--- src/rtl/ram_fifo_ctrl.sv ---
// rtl/ram_fifo_ctrl.sv - FIFO controller around an external 2-cycle-latency RAM with a show-ahead output buffer
//
// Ports:
//   inclk, inrst_n            clock, asynchronous active-low reset
//   in_flush                  synchronous clear of all contents
//   in_wr_valid/in_wr_data    write request and word; out_wr_ready accepts it
//   out_rd_valid/out_rd_data  head word (show-ahead); in_rd_ready pops it
//   out_level, out_empty      total words held (RAM + in-flight + output buffer)
//   out_ram_*/in_ram_rddata   external RAM port; read data arrives 2 cycles after the address
module ram_fifo_ctrl #(
    parameter int p_addresswidth = 4,
    parameter int p_datawidth    = 16
) (
    input  logic                        inclk,
    input  logic                        inrst_n,
    input  logic                        in_flush,
    input  logic                        in_wr_valid,
    input  logic [p_datawidth-1:0]      in_wr_data,
    output logic                        out_wr_ready,
    output logic                        out_rd_valid,
    output logic [p_datawidth-1:0]      out_rd_data,
    input  logic                        in_rd_ready,
    output logic [p_addresswidth+1:0]   out_level,
    output logic                        out_empty,
    output logic                        out_ram_wren,
    output logic [p_addresswidth-1:0]   out_ram_wraddress,
    output logic [p_datawidth-1:0]      out_ram_wrdata,
    output logic [p_addresswidth-1:0]   out_ram_rdaddress,
    input  logic [p_datawidth-1:0]      in_ram_rddata
);

    localparam int c_pw = p_addresswidth + 1;
    localparam int c_lw = p_addresswidth + 2;

    logic [c_pw-1:0]                  wp, rp, ram_count, ram_count_next;
    logic                             v1, v2;
    logic [1:0]                       obuf_count, obuf_count_next, obuf_wr_idx;
    logic [2:0][p_datawidth-1:0]      obuf, obuf_next;
    logic [c_lw-1:0]                  level;
    logic [2:0]                       credit_used;
    logic                             wr_acc, pop, issue, wr_ready_next;

    assign wr_acc    = in_wr_valid && out_wr_ready && !in_flush;
    assign pop       = out_rd_valid && in_rd_ready && !in_flush;
    assign ram_count = wp - rp;

    // Output-buffer slots already spoken for, counting the pop happening now.
    // Keeping this below 3 guarantees every issued read has a slot when it lands.
    assign credit_used = {2'b00, v1} + {2'b00, v2} + {1'b0, obuf_count} - {2'b00, pop};

    // ram_count only reflects writes from earlier cycles, so a word being
    // written this cycle can never be the one read-issued this cycle.
    assign issue = !in_flush && (ram_count != '0) && (credit_used < 3'd3);

    assign ram_count_next = ram_count + c_pw'(wr_acc) - c_pw'(issue);
    // ram_count never exceeds the depth, so its MSB alone marks "full".
    assign wr_ready_next  = !in_flush && !ram_count_next[p_addresswidth];

    // Output buffer is a shift FIFO: entry 0 is always the head, so
    // out_rd_data comes straight from a register.
    always_comb begin
        obuf_next       = obuf;
        obuf_wr_idx     = obuf_count - {1'b0, pop};
        obuf_count_next = obuf_count + {1'b0, v2} - {1'b0, pop};
        if (pop) begin
            obuf_next[0] = obuf[1];
            obuf_next[1] = obuf[2];
        end
        if (v2) begin
            case (obuf_wr_idx)
                2'd0:    obuf_next[0] = in_ram_rddata;
                2'd1:    obuf_next[1] = in_ram_rddata;
                default: obuf_next[2] = in_ram_rddata;
            endcase
        end
    end

    always_ff @(posedge inclk or negedge inrst_n) begin
        if (!inrst_n) begin
            wp           <= '0;
            rp           <= '0;
            v1           <= 1'b0;
            v2           <= 1'b0;
            obuf         <= '0;
            obuf_count   <= '0;
            level        <= '0;
            out_wr_ready <= 1'b0;
        end else if (in_flush) begin
            wp           <= '0;
            rp           <= '0;
            v1           <= 1'b0;
            v2           <= 1'b0;
            obuf         <= '0;
            obuf_count   <= '0;
            level        <= '0;
            out_wr_ready <= 1'b0;
        end else begin
            wp           <= wp + c_pw'(wr_acc);
            rp           <= rp + c_pw'(issue);
            v1           <= issue;
            v2           <= v1;
            obuf         <= obuf_next;
            obuf_count   <= obuf_count_next;
            level        <= level + c_lw'(wr_acc) - c_lw'(pop);
            out_wr_ready <= wr_ready_next;
        end
    end

    assign out_rd_valid      = (obuf_count != 2'd0);
    assign out_rd_data       = obuf[0];
    assign out_level         = level;
    assign out_empty         = (level == '0);
    assign out_ram_wren      = wr_acc;
    assign out_ram_wraddress = wp[p_addresswidth-1:0];
    assign out_ram_wrdata    = in_wr_data;
    assign out_ram_rdaddress = rp[p_addresswidth-1:0];

endmodule

--- config.mk ---
export PLATFORM = sky130hd
export DESIGN_NAME = ram_fifo_ctrl
export DESIGN_NICKNAME = d
export VERILOG_FILES = /design/src/rtl/ram_fifo_ctrl.sv
export SDC_FILE = /design/constraint.sdc
export NUM_CORES = 1
export LEC_CHECK = 0
export ABC_AREA = 1
export CAP_MARGIN = 20
export CORE_MARGIN = 2
export CORE_UTILIZATION = 56
export DETAILED_ROUTE_END_ITERATION = 10
export GPL_TIMING_DRIVEN = 0
export HOLD_SLACK_MARGIN = 0.15
export PLACE_DENSITY_LB_ADDON = 0.1
export RECOVER_POWER = 25
export SYNTH_ARGS = -nofsm -noshare
export SYNTH_HDL_FRONTEND = slang
export SYNTH_SLANG_ARGS = --single-unit
--- constraint.sdc ---
create_clock -name inclk -period 7.3 [get_ports inclk]
set_clock_uncertainty 0.15 [all_clocks]
set_input_delay 1.46 -clock inclk [delete_from_list [all_inputs] [get_ports inclk]]
set_output_delay 1.46 -clock inclk [all_outputs]
set_load 0.1 [all_outputs]
==> results.json <==
{
  "outcome": "finished, violations left",
  "violations": "max-capacitance violations, max-slew violations",
  "critical_path.max_fanout": 13,
  "place_inst": 675,
  "die_y_um": 90.59,
  "dieArea_um2": 8207,
  "io_buffers": 70,
  "ys_ff_latch": 69,
  "core_um2": 7253,
  "drtPass1Iterations": 4,
  "drc": 0,
  "syn_area_um2": 4199,
  "avgSynthCellArea_um2": 8.298,
  "grtUsageTotal_pct": 24.22,
  "start_util_pct": 57.89,
  "drv_cap": 1,
  "final_area_um2": 5195,
  "drtIter0Drc": 185,
  "cp.required_ns": 7.39,
  "end_kind": "flop",
  "yosysTopAreaCellShare_pct": 41.12,
  "grt_start_max_net_pins": 70,
  "antenna_left": 0,
  "synth-seq-area-share_pct": 41.12,
  "area_growth_pct": 23.72,
  "routed-via-count": 3492,
  "post-route-period-util_pct": 70.87,
  "nets": 653,
  "hold_ws_ns": 0.3468,
  "hold_viol": 0,
  "cts_tree": "yes",
  "cp.arrival_ns": 5.26,
  "tightest_slew_ns": 3.676,
  "rsz0062_at_grt": "false",
  "cts_resized": 0,
  "grt_pass1_wl_mm": 15.99,
  "fmax_mhz": 193.3,
  "viasPerCell": 5.054,
  "wl_per_cell_um": 13.68,
  "slew_violations": 70,
  "die_w_um": 90.59,
  "placementRows": 31,
  "crit_type": "input pin to flop",
  "yosysTopAreaCell": "dfrtp_1",
  "hold_buffers": 0,
  "hold_class": "flop to flop",
  "place_area_um2": 5021,
  "clkTransAtPathRegs_ns": 0.08,
  "cts_root_buffer": "clkbuf_8",
  "clk_path_buf_depth": 2,
  "synth_area_leaders": "dfrtp_1 (41%), o21ai_0 (9.2%), buf_4 (7.7%), ha_1 (7.4%), inv_1 (6.9%)",
  "setup_viol": 0,
  "antenna_found_initial": 0,
  "postCtsSetupBuffers": 0,
  "synth_nets": 572,
  "postSynthCellCount": 506,
  "cp-start-kind": "input pin",
  "drt_wl_total_mm": 9.452,
  "irDropWorstVdd_mv": 0.3992,
  "p_leak_nw": 2.474,
  "slew_headroom_pct": -145.0,
  "io_pins": 87,
  "stdcell_count": 691,
  "power.density_nw_per_um2": 386.8,
  "period_needed_ns": 5.174,
  "hpwl_mm": 6.909,
  "clock-sinks": 69,
  "ys_types": 28,
  "numCtsBuffers": 9,
  "drive_gt1_share_pct": 13.85,
  "clkLatencyLatePin_ns": 0.35,
  "grt_pass1_vias": 3551,
  "diodes": 0,
  "fin_tns_setup_ns": 0,
  "htree_num_levels": 3,
  "gp_congestion": 0.8207,
  "grt_overflow_total": 0,
  "yosysWarnings": 0
}
-- cell usage in the layout, fill, tap and decap left out, drive strengths merged --
cell / netlist / final
a31oi: 2 / 2
inv: 80 / 80
nand4: 2 / 2
dfrtp: 69 / 69
fa: 4 / 4
dlygate4sd3: 0 / 1
nand3: 29 / 29
ha: 25 / 25
o21ai: 84 / 84
clkdlybuf4s50: 0 / 68
and3: 1 / 1
nor2: 20 / 20
buf: 57 / 57
clkinvlp: 0 / 3
o22ai: 2 / 2
nor3: 3 / 3
a21oi: 41 / 41
nand2: 76 / 76
clkinv: 0 / 2
clkbuf: 4 / 16
xnor2: 2 / 2
xor2: 5 / 5
-- through the flow --
step	total power (W)	utilization [%]	setup WS, ns
5_1_grt	0.002145	71.62	1.834
3_3_place_gp	0.001699	69.26	1.976
2_1_floorplan	0.001475	-	2.542
4_1_cts	0.002020	71.68	2.258
3_5_place_dp	0.001732	69.23	1.895
6_report	0.002010	71.62	2.126
-- state kept, by name, summed over array words and instances, names as in the netlist --
register	flops
obuf_count	2
out_wr_ready	1
out_rd_data	16
obuf	32
wp	5
rp	5
v1	1
out_level	6
v2	1
-- where the power goes --
group / leakage (nW) / switching, W / total [W] / internal, W
Combinational: 1.45 / 0.000844 / 0.00122 / 0.000372
Clock: 0.0815 / 0.000152 / 0.000284 / 0.000133
Sequential: 0.944 / 0.0000453 / 0.000510 / 0.000465
Total: 2.47 / 0.00104 / 0.00201 / 0.000969
-- critical path, cell delays in order --
cell           delay [ns]
dlygate4sd3_1        0.61
inv_1                0.23
nand3_4              0.15
inv_2                0.12
buf_6                0.17
ha_1                 0.26
fa_1                 0.36
inv_1                0.08
fa_1                 0.41
a21oi_1              0.17
nand3_1              0.12
inv_1                0.10
ha_1                 0.14
inv_1                0.04
ha_1                 0.26
inv_1                0.04
nor2_1               0.07
nand2_1              0.06
nand2_1              0.07
nand2_1              0.05
nand2_1              0.08
nand3_1              0.08
nand2_1              0.07
nor2_1               0.05
-- per-layer routing --
layer / up-vias / global-route usage [%] / routed length [µm]
met4: 0 / 9.615 / 68
met3: 6 / 4.674 / 480
met5: - / 0 / 0
met2: 92 / 42.16 / 4902
met1: 1645 / 29.55 / 4002
li1: 1749 / - / -
-- final timing paths --
kind / from / to / slack (ns) / depth (start not counted)
max reg2reg: obuf_count[1] / out_wr_ready / 3.38 / 24
max in group asynchronous: inrst_n / obuf_count[0] / 2.72 / 1
max: in_flush / out_wr_ready / 2.13 / 24
min reg2reg: v1 / v2 / 0.35 / 2
min: v1 / v2 / 0.35 / 2
min in group asynchronous: inrst_n / obuf[40] / 2.21 / 1
-- cell type report --
cell class              instances  area (µm²)
fillers                       585        2058
multi-input cells             296        1714
flip-flops and latches         69        1727
plain buffers                  61       457.9
clock buffers                  11       141.4
repair buffers                 70       694.4
inverters                      80       300.3
well taps                      99       123.9
clock inverters                 5       36.28
-- logic make-up after synthesis --
| kind of cell | count (synthesis) | share of synthesized area, % |
|---|---|---|
| and+or+nand+nor | 131 | 13.80 |
| xor gates and xnor gates | 7 | 1.907 |
| adders and majority gates | 29 | 9.356 |
| buffers and inverters | 141 | 18.06 |
| DFF | 69 | 41.12 |
| AOI/OAI and AO/OA | 129 | 15.76 |
-- synth_stat cells --
master and n:
o21ai_1 6, nor2_4 1, clkbuf_1 4, nand2_2 1
nand3_4 2, xnor2_1 1, nand3_2 1, fa_1 4
and3_1 1, ha_1 25, nand3_1 26, dfrtp_1 69
a31oi_1 2, xor2_1 5, buf_2 6, nand2_1 75
buf_6 8, nor2_1 19, nor3_1 3, inv_2 3
o21ai_4 1, xnor2_4 1, buf_4 43, o21ai_0 77
inv_1 77, nand4_1 2, o22ai_1 2, a21oi_1 41
Note: power is estimated with default switching activity, not from simulation.
